File: config.mk
export PLATFORM = sky130hd
export DESIGN_NAME = gat_run_ctrl
export DESIGN_NICKNAME = d
export VERILOG_FILES = /design/src/rtl/gat_ctrl_pkg.sv /design/src/rtl/gat_skid_fifo.sv /design/src/rtl/gat_run_ctrl.sv
export SDC_FILE = /design/constraint.sdc
export NUM_CORES = 1
export LEC_CHECK = 0
export BUFFER_PORTS_ARGS = -buffer_cell sky130_fd_sc_hd__buf_2
export CAP_MARGIN = 20
export CELL_PAD_IN_SITES_DETAIL_PLACEMENT = 1
export CELL_PAD_IN_SITES_GLOBAL_PLACEMENT = 1
export CORE_UTILIZATION = 30
export CTS_BUF_LIST = sky130_fd_sc_hd__clkbuf_16
export CTS_CLUSTER_SIZE = 25
export DETAILED_ROUTE_END_ITERATION = 7
export GPL_TIMING_DRIVEN = 0
export MAX_ROUTING_LAYER = met4
export PLACE_DENSITY = 0.63
export RECOVER_POWER = 25
export SLEW_MARGIN = 40
export SYNTH_ARGS = -nofsm -noshare
export SYNTH_HDL_FRONTEND = slang
export SYNTH_SLANG_ARGS = --single-unit
export TNS_END_PERCENT = 30
File: constraint.sdc
create_clock -name clk -period 6.35 [get_ports clk]
set_input_delay 1.5875 -clock clk [delete_from_list [all_inputs] [get_ports clk]]
set_output_delay 1.5875 -clock clk [all_outputs]
set_load 0.005 [all_outputs]
File: src/rtl/gat_ctrl_pkg.sv
// Shared constants for the GAT run controller: default sizing and the 3-bit state encoding.
package gat_ctrl_pkg;

    localparam int DEF_TOP_WIDTH          = 32;
    localparam int DEF_NEW_FEATURE_WIDTH  = 32;
    localparam int DEF_NUM_SUBGRAPHS      = 2708;
    localparam int DEF_NUM_FEATURE_OUT    = 16;
    localparam int DEF_NEW_FEATURE_DEPTH  = DEF_NUM_SUBGRAPHS * DEF_NUM_FEATURE_OUT;
    localparam int DEF_NEW_FEATURE_ADDR_W = $clog2(DEF_NEW_FEATURE_DEPTH);
    localparam int DEF_TIMEOUT_CYCLES     = 100000000;

    typedef logic [2:0] state_t;

    localparam state_t ST_IDLE      = 3'd0;
    localparam state_t ST_WAIT_LOAD = 3'd1;
    localparam state_t ST_RUN       = 3'd2;
    localparam state_t ST_READOUT   = 3'd3;
    localparam state_t ST_DONE      = 3'd4;
    localparam state_t ST_ERROR     = 3'd5;

    // Watchdog counter only has to hold limit-1.
    function automatic int wdog_width(input int limit);
        return (limit > 2) ? $clog2(limit) : 1;
    endfunction

endpackage

File: src/rtl/gat_skid_fifo.sv
// Two-entry FIFO buffering BRAM read data (word + last flag) ahead of the host stream.
module gat_skid_fifo #(
    parameter int W = 33
) (
    input  logic         clk,
    input  logic         rst,
    input  logic         flush_i,
    input  logic         push_i,
    input  logic [W-1:0] push_data_i,
    input  logic         pop_i,
    output logic [W-1:0] head_o,
    output logic [1:0]   count_o
);

    logic [W-1:0] mem_q [2];
    logic         wr_ptr_q;
    logic         rd_ptr_q;
    logic [1:0]   count_q;

    always_ff @(posedge clk or posedge rst) begin
        if (rst) begin
            mem_q[0] <= '0;
            mem_q[1] <= '0;
            wr_ptr_q <= 1'b0;
            rd_ptr_q <= 1'b0;
            count_q  <= 2'd0;
        end else if (flush_i) begin
            wr_ptr_q <= 1'b0;
            rd_ptr_q <= 1'b0;
            count_q  <= 2'd0;
        end else begin
            if (push_i) begin
                mem_q[wr_ptr_q] <= push_data_i;
                wr_ptr_q        <= ~wr_ptr_q;
            end
            if (pop_i) begin
                rd_ptr_q <= ~rd_ptr_q;
            end
            count_q <= count_q + 2'(push_i) - 2'(pop_i);
        end
    end

    assign head_o  = mem_q[rd_ptr_q];
    assign count_o = count_q;

endmodule

File: src/rtl/gat_run_ctrl.sv
// Run sequencer: gates start on BRAM load flags, watches the accelerator with a watchdog,
// then streams the new-feature BRAM to the host through a 2-entry FIFO.
module gat_run_ctrl
    import gat_ctrl_pkg::*;
#(
    parameter int TOP_WIDTH          = DEF_TOP_WIDTH,
    parameter int NEW_FEATURE_WIDTH  = DEF_NEW_FEATURE_WIDTH,
    parameter int NUM_SUBGRAPHS      = DEF_NUM_SUBGRAPHS,
    parameter int NUM_FEATURE_OUT    = DEF_NUM_FEATURE_OUT,
    parameter int NEW_FEATURE_DEPTH  = NUM_SUBGRAPHS * NUM_FEATURE_OUT,
    parameter int NEW_FEATURE_ADDR_W = $clog2(NEW_FEATURE_DEPTH),
    parameter int TIMEOUT_CYCLES     = DEF_TIMEOUT_CYCLES
) (
    input  logic                          clk,
    input  logic                          rst,
    input  logic                          start,
    input  logic                          h_data_bram_load_done,
    input  logic                          h_node_info_bram_load_done,
    input  logic                          wgt_bram_load_done,
    input  logic                          subgraph_bram_load_done,
    input  logic                          gat_ready,
    output logic [NEW_FEATURE_ADDR_W+1:0] feat_bram_addrb,
    input  logic [NEW_FEATURE_WIDTH-1:0]  feat_bram_dout,
    output logic [NEW_FEATURE_WIDTH-1:0]  out_data,
    output logic                          out_valid,
    input  logic                          out_ready,
    output logic                          out_last,
    output logic                          busy,
    output logic                          done,
    output logic                          err_timeout,
    output logic [TOP_WIDTH-1:0]          cycle_count,
    output logic [2:0]                    state_dbg
);

    localparam int WDOG_W = wdog_width(TIMEOUT_CYCLES);
    localparam logic [NEW_FEATURE_ADDR_W-1:0] LAST_IDX   = NEW_FEATURE_ADDR_W'(NEW_FEATURE_DEPTH - 1);
    localparam logic [WDOG_W-1:0]             WDOG_LIMIT = WDOG_W'(TIMEOUT_CYCLES - 1);

    state_t                        state_q, state_d;
    logic [NEW_FEATURE_ADDR_W-1:0] rd_idx_q, rd_idx_d;
    logic                          issued_all_q, issued_all_d;
    logic                          inflight_q, inflight_last_q;
    logic                          done_q, done_d;
    logic                          err_q, err_d;
    logic [TOP_WIDTH-1:0]          cyc_q, cyc_d;
    logic [WDOG_W-1:0]             wdog_q, wdog_d;

    logic                          all_loaded;
    logic                          issue;
    logic                          pop;
    logic                          flush;
    logic [2:0]                    occ;
    logic [1:0]                    fifo_count;
    logic [NEW_FEATURE_WIDTH:0]    fifo_head;

    assign all_loaded = h_data_bram_load_done & h_node_info_bram_load_done
                      & wgt_bram_load_done & subgraph_bram_load_done;

    assign out_valid = (fifo_count != 2'd0);
    assign pop       = out_valid & out_ready;

    // Count the word leaving this cycle as free, so sustained ready keeps 1 word/cycle.
    assign occ   = 3'(fifo_count) + 3'(inflight_q) - 3'(pop);
    assign issue = (state_q == ST_READOUT) && !issued_all_q && (occ < 3'd2);

    always_comb begin
        state_d      = state_q;
        rd_idx_d     = rd_idx_q;
        issued_all_d = issued_all_q;
        done_d       = done_q;
        err_d        = err_q;
        cyc_d        = cyc_q;
        wdog_d       = wdog_q;
        flush        = 1'b0;
        case (state_q)
            ST_IDLE, ST_DONE, ST_ERROR: begin
                if (start) begin
                    state_d      = ST_WAIT_LOAD;
                    done_d       = 1'b0;
                    err_d        = 1'b0;
                    cyc_d        = '0;
                    wdog_d       = '0;
                    rd_idx_d     = '0;
                    issued_all_d = 1'b0;
                    flush        = 1'b1;
                end
            end
            ST_WAIT_LOAD: begin
                if (all_loaded) begin
                    state_d = ST_RUN;
                end
            end
            ST_RUN: begin
                if (cyc_q != '1) begin
                    cyc_d = cyc_q + 1'b1;
                end
                wdog_d = wdog_q + 1'b1;
                if (gat_ready) begin
                    state_d = ST_READOUT;
                end else if (wdog_q == WDOG_LIMIT) begin
                    state_d = ST_ERROR;
                    err_d   = 1'b1;
                end
            end
            ST_READOUT: begin
                if (issue) begin
                    if (rd_idx_q == LAST_IDX) begin
                        issued_all_d = 1'b1;
                    end else begin
                        rd_idx_d = rd_idx_q + 1'b1;
                    end
                end
                if (pop && fifo_head[NEW_FEATURE_WIDTH]) begin
                    state_d = ST_DONE;
                    done_d  = 1'b1;
                end
            end
            default: begin
                state_d = ST_IDLE;
            end
        endcase
    end

    always_ff @(posedge clk or posedge rst) begin
        if (rst) begin
            state_q         <= ST_IDLE;
            rd_idx_q        <= '0;
            issued_all_q    <= 1'b0;
            inflight_q      <= 1'b0;
            inflight_last_q <= 1'b0;
            done_q          <= 1'b0;
            err_q           <= 1'b0;
            cyc_q           <= '0;
            wdog_q          <= '0;
        end else begin
            state_q         <= state_d;
            rd_idx_q        <= rd_idx_d;
            issued_all_q    <= issued_all_d;
            inflight_q      <= issue;
            inflight_last_q <= issue && (rd_idx_q == LAST_IDX);
            done_q          <= done_d;
            err_q           <= err_d;
            cyc_q           <= cyc_d;
            wdog_q          <= wdog_d;
        end
    end

    // BRAM data for a read issued last cycle is valid now; capture it with its last flag.
    gat_skid_fifo #(
        .W(NEW_FEATURE_WIDTH + 1)
    ) u_fifo (
        .clk         (clk),
        .rst         (rst),
        .flush_i     (flush),
        .push_i      (inflight_q),
        .push_data_i ({inflight_last_q, feat_bram_dout}),
        .pop_i       (pop),
        .head_o      (fifo_head),
        .count_o     (fifo_count)
    );

    assign feat_bram_addrb = {rd_idx_q, 2'b00};
    assign out_data        = fifo_head[NEW_FEATURE_WIDTH-1:0];
    assign out_last        = out_valid & fifo_head[NEW_FEATURE_WIDTH];
    assign busy            = (state_q == ST_WAIT_LOAD) || (state_q == ST_RUN) || (state_q == ST_READOUT);
    assign done            = done_q;
    assign err_timeout     = err_q;
    assign cycle_count     = cyc_q;
    assign state_dbg       = state_q;

endmodule

==> results.toml, run 1 <==
[floorplan]
num_rows = 58
initial_core_util = 0.305
fp.dieArea_um2 = 26200
die_h_um = 162
core_area_um2 = 25100
fp.dieW_um = 162
ios = 131

[critical_path]
reg2reg_from = "u_fifo.count_o[1]"
crit_required_ns = 4.76
worst_ep_arrival_time_ns = 2.19
worstSetupPathType = "reg -> out"
path_buf_inv = 3
reg2regPathDepth = 11
r2r-end = "rd_idx_q[9]"
slowest_stage = "clkbuf_1"
cp_max_fo = 10
crit_family = "buffers and inverters"
startpoint = "u_fifo.rd_ptr_q"
startpoint_type = "flop"
cpMostUsedCell = "clkbuf_1"
path_cells = "clkbuf_1 > clkbuf_1 > mux2_2 > buf_2"
end_kind = "output pin"
r2r_setup_slack_ns = 3.51
critPathMaxStageDelay_ns = 0.54

[synthesis]
synthMuxAreaShare = 0.172
synthXorXnorAreaFrac = 0.00343
ys_seq_area_frac = 0.500
synth_warnings = 0
synth-simple-area-share = 0.168
synth_area_um2 = 7660
synth-compound-area-share = 0.117
syn_inst = 711
ys.flop_type = "dfrtp_1"
yosys.area_share.adder = 0.00914
yosys.cell_types.count = 61
synth_edf_count = 0
netlist.area_leader.share = 0.500
async_reset_ff_frac = 1.00
yosysTopAreaCell = "dfrtp_1"
synth_top_family_by_area = "multiplexers"
ys_seq_elements = 153
synth.avg_cell_area_um2 = 10.8
synth_top_cells_by_area = "dfrtp_1 50%, mux2_2 15%, nand2_1 3.4%"

[clock_network]
clockRootBuffer = "clkbuf_16"
cts_sinks = 153
cts_tree = "yes"
htreeDepth = 4
cts_buffers = 17
clock_path_buffers = 2
postCtsSetupBuffers = 0
ctsHoldBuffers = 0
cts-resized-gates = 0
clk_latency_ns = 0.43
clk_pin_slew_ns = 0.07

[sta]
slew_headroom = 0.230
setup_viol = 0
rsz0062_at_grt = "false"
fin_worst_skew_ns = 0.0113
finalCritPeriodShare = 0.596
hold_violations = 0
post-route-worst-setup-slack_ns = 2.57
finalCriticalPeriod_ns = 3.78
worst_slew_pin_slew_ns = 1.15
finalMaxSlewViolations = 0
clock.fmax_mhz = 264

[place]
dp.cells = 1172
place_area_um2 = 8790
portBuffers = 128
hpwl_mm = 15.2
routabilityCongestion = 0.758
dp_slack_ns = 2.17

[job]
drv_cap = 0

[power]
power_leakage_nw = 4.46
power_density_nw_per_um2 = 345
power.total_mw = 3.25
ir_worst_vdd_mv = 0.179

[finish]
num-nets-final = 907
fillers = 2856
final_cells = 1204
syn2layout_area_growth_pct = 22.8
layout-drive-gt1-share = 0.328
final_cell_area_um2 = 9410
n_antenna_cell = 0

[detailed_routing]
drc_errors = 0
routedWlPerCell_um = 17.6
num_vias = 6220
antenna_left = 0
routed_wl_mm = 21.2
dr.pass1.iters = 6
vias_per_cell = 5.17
drtIter0Drc = 227

[global_route]
grt_pass1_vias = 6490
grt_usage = 0.175
antenna_found_initial = 0
grt_max_degree = 69
gr-total-overflow = 0
grt_pass1_wl_mm = 35.5

[min_path]
min-delay-start = "issued_all_q"
min_to = "issued_all_q"
hold_class = "reg -> reg"
hold_depth = 1

[outcome]
status = "finished clean"
==> report_power, final <==
group	internal, mW	switching [mW]	total, mW
Sequential	1.19	0.128	1.32
Combinational	0.450	0.435	0.886
Clock	0.540	0.504	1.04
Total	2.18	1.07	3.25
==> through the flow <==
step           utilization  setup TNS, ns  hold slack [ns]
6_report             0.375              0            0.473
5_1_grt              0.375              0            0.491
4_1_cts              0.375              0            0.478
3_5_place_dp         0.350              0            0.461
3_3_place_gp         0.347        -249.54            0.452
2_1_floorplan            -              0            0.440
==> final cells by class <==
type / instances / area (um2) / share of cell area
Multi-Input combinational cell: 505 / 3620 / 0.385
Inverter: 16 / 61.3 / 0.00651
Clock buffer: 17 / 425 / 0.0452
Buffer: 38 / 175 / 0.0186
Timing Repair Buffer: 130 / 696 / 0.0739
Clock inverter: 15 / 191 / 0.0203
Sequential cell: 153 / 3830 / 0.407
Tap cell: 330 / 413 / 0.0439
==> cell families after synthesis <==
kind of cell,count (synthesis)
simple gates,243
buf+inv,54
flops,153
xor+xnor,3
fa+ha+maj,5
mux,119
other cells,1
compound gates,133
==> synth_stat cells (3+ instances only) <==
| cell type | count |
|---|---|
| nor4_1 | 12 |
| a31oi_1 | 20 |
| dfrtp_1 | 153 |
| and3_1 | 12 |
| o211ai_1 | 11 |
| buf_1 | 3 |
| and4_1 | 7 |
| o211a_1 | 4 |
| or4_1 | 3 |
| mux2i_1 | 20 |
| buf_4 | 4 |
| o21ai_0 | 34 |
| buf_2 | 8 |
| inv_1 | 16 |
| a21oi_1 | 13 |
| and2_1 | 8 |
| mux2_2 | 99 |
| nand2_1 | 69 |
| a41oi_1 | 4 |
| nor2_1 | 35 |
| nand4_1 | 26 |
| clkbuf_1 | 22 |
| o31ai_1 | 21 |
| a211o_1 | 8 |
| nand3_1 | 36 |
| a22o_1 | 3 |
| nor3_1 | 14 |
| ha_1 | 4 |
==> sequential cells by signal (all words and copies together) (netlist names) <==
name / cells
u_fifo.mem_q: 66
cycle_count: 32
wdog_q: 27
rd_idx_q: 16
state_dbg: 3
u_fifo.count_o: 2
done: 1
err_timeout: 1
inflight_last_q: 1
inflight_q: 1
issued_all_q: 1
u_fifo.rd_ptr_q: 1
u_fifo.wr_ptr_q: 1
==> worst max-delay path by stage <==
stage / endpoint / slack (ns) / cells past startpoint
CTS: out_data[5] / 2.49 / 4
detailed placement: rd_idx_q[5] / 2.17 / 12
finish: out_data[5] / 2.57 / 4
floorplan: cycle_count[0] / 0.64 / 1
global placement: u_fifo.mem_q[15] / -1.64 / 2
global route: out_data[5] / 2.38 / 4
==> routing by layer <==
layer	wire, um	up-vias	track usage
met5	0	-	-
met4	173	0	0.0386
met3	646	17	0.0329
met2	10400	83	0.279
met1	10000	3163	0.229
li1	-	2957	-
==> layout by cell type (no fill, tap or decap), types with 21 or more instances in the layout <==
master / instances
nor2_1: 35
o31ai_1: 21
clkbuf_1: 22
dfrtp_1: 153
buf_2: 136
mux2_2: 99
nand4_1: 26
nand3_1: 36
o21ai_0: 34
nand2_1: 69
Note: power is estimated with default switching activity, not from simulation.
==> run 2: changes to the inputs <==
- clock period: 6.35 -> 3.8 ns (I/O delays scaled with it)
==> run 2 against run 1 <==
- hold slack better by 0.0031 ns
- clock skew up 0.0031 ns
- non-clock buffer count up 5
- global-route usage about the same
- setup slack worse by 1.9 ns
- die area unchanged
- sequential share of layout area down 0.21 points
- critical path type is now in -> reg
- largest cell class unchanged
- largest power group unchanged
- highest routed layer unchanged
==> results.toml, run 2 (same netlist as run 1, synthesis figures left out) <==
[outcome]
status = "finished clean"

[power]
power_leakage_nw = 4.49
power_density_nw_per_um2 = 576
ir_worst_vdd_mv = 0.292
power.total_mw = 5.45

[detailed_routing]
routed_wl_mm = 21.2
vias_per_cell = 5.18
drtIter0Drc = 258
routedWlPerCell_um = 17.6
drc_errors = 0
num_vias = 6265
dr.pass1.iters = 5
antenna_left = 0

[finish]
n_antenna_cell = 0
final_common_cell = "dfrtp_1"
layout-drive-gt1-share = 0.329
largest_reg_flops = 66
num-nets-final = 912
syn2layout_area_growth_pct = 23.4
fin_util = 0.377
regMostFlops = "u_fifo.mem_q"
layout_common_cells = "153 x dfrtp_1, 136 x buf_2, 99 x mux2_2"

[critical_path]
end_kind = "flop"
path_cells = "buf_2 > nand2_1 > mux2i_1 > ha_1 > inv_1 > fa_1 > xnor2_1 > nand4b_1 > a31oi_1 > clkbuf_1 > a41oi_1 > a31oi_1"
cp_max_fo = 10
slowest_stage = "clkbuf_1"
worstSetupPathType = "in -> reg"
crit_required_ns = 4.15
critPathMaxStageDelay_ns = 0.45
startpoint_type = "primary input"
cpMostUsedCell = "a31oi_1"
worst_ep_arrival_time_ns = 3.48

[global_route]
grt_pass1_wl_mm = 35.2
grt_max_degree = 24
gr-total-overflow = 0
grt_pass1_vias = 6396
antenna_found_initial = 0
grt_usage = 0.175

[floorplan]
initial_core_util = 0.305
num_rows = 58
core_area_um2 = 25100
fp.dieArea_um2 = 26200
ios = 131
fp.dieW_um = 162
die_h_um = 162

[clock_network]
clk_pin_slew_ns = 0.07
cts-resized-gates = 0
clock_path_buffers = 2
ctsHoldBuffers = 0
htreeDepth = 4
clockRootBuffer = "clkbuf_16"
postCtsSetupBuffers = 0
cts_buffers = 17
cts_sinks = 153
clk_latency_ns = 0.43
cts_tree = "yes"

[sta]
rsz0062_at_grt = "false"
clock.fmax_mhz = 319
worst_slew_pin_slew_ns = 1.23
fin_worst_skew_ns = 0.0144
finalMaxSlewViolations = 0
hold_violations = 0
holdWs_ns = 0.476
slew_headroom = 0.179
setup_viol = 0
finalCriticalPeriod_ns = 3.13
finalCritPeriodShare = 0.824

[job]
drv_cap = 0

[place]
portBuffers = 128
hpwl_mm = 15.5
routabilityCongestion = 0.727

[min_path]
hold_class = "reg -> reg"
==> run 2: metrics by stage <==
step                instances  setup TNS (ns)  area (um2)  setup WS [ns]
finish                   1209               0        9460          0.668
detailed placement       1177               0        8900          0.252
CTS                      1209               0        9520          0.613
floorplan                 712               0        7670          0.898
global placement         1170          -46.37        8720         -0.313
global route             1209               0        9460          0.359
==> run 2: critical path: cells and delay by family <==
kind,cells,cell delay [ns]
buffers and inverters,3,0.63
XOR/XNOR,1,0.16
AND/OR/NAND/NOR,2,0.29
AO/OA/AOI/OAI,3,0.78
multiplexers,1,0.14
adder cells (fa/ha/maj),2,0.53
==> run 2: final cells by class <==
class / instances / area [um2]
inverters: 16 / 61.3
multi-input cells: 505 / 3620
clock inverters: 15 / 189
fillers: 2904 / 15600
clock buffers: 17 / 425
flip-flops and latches: 153 / 3830
repair buffers: 135 / 747
plain buffers: 38 / 175
well taps: 330 / 413
==> run 2: where the power goes <==
| part | leakage [nW] | internal (mW) | switching, mW | total (mW) |
|---|---|---|---|---|
| registers | 2.08 | 1.99 | 0.209 | 2.20 |
| logic | 2.11 | 0.757 | 0.730 | 1.49 |
| clock network | 0.299 | 0.904 | 0.852 | 1.76 |
==> run 2: final timing paths <==
| kind | cells past startpoint | from | to | slack, ns |
|---|---|---|---|---|
| worst max-delay path | 12 | out_ready | rd_idx_q[9] | 0.67 |
| worst min-delay path | 1 | issued_all_q | issued_all_q | 0.48 |
| worst max register to register | 11 | u_fifo.count_o[1] | rd_idx_q[9] | 0.85 |
| worst min register to register | 1 | issued_all_q | issued_all_q | 0.48 |
| max in group asynchronous | 4 | rst | u_fifo.mem_q[31] | 0.88 |
| min in group asynchronous | 2 | rst | u_fifo.mem_q[11] | 0.51 |
==> run 2: per-layer routing <==
layer | GRT usage | up-vias | part of all wire
met5 | - | - | 0
met4 | 0.0463 | 0 | 0.011
met3 | 0.0291 | 17 | 0.035
met2 | 0.266 | 104 | 0.47
met1 | 0.241 | 3174 | 0.49
li1 | - | 2970 | -
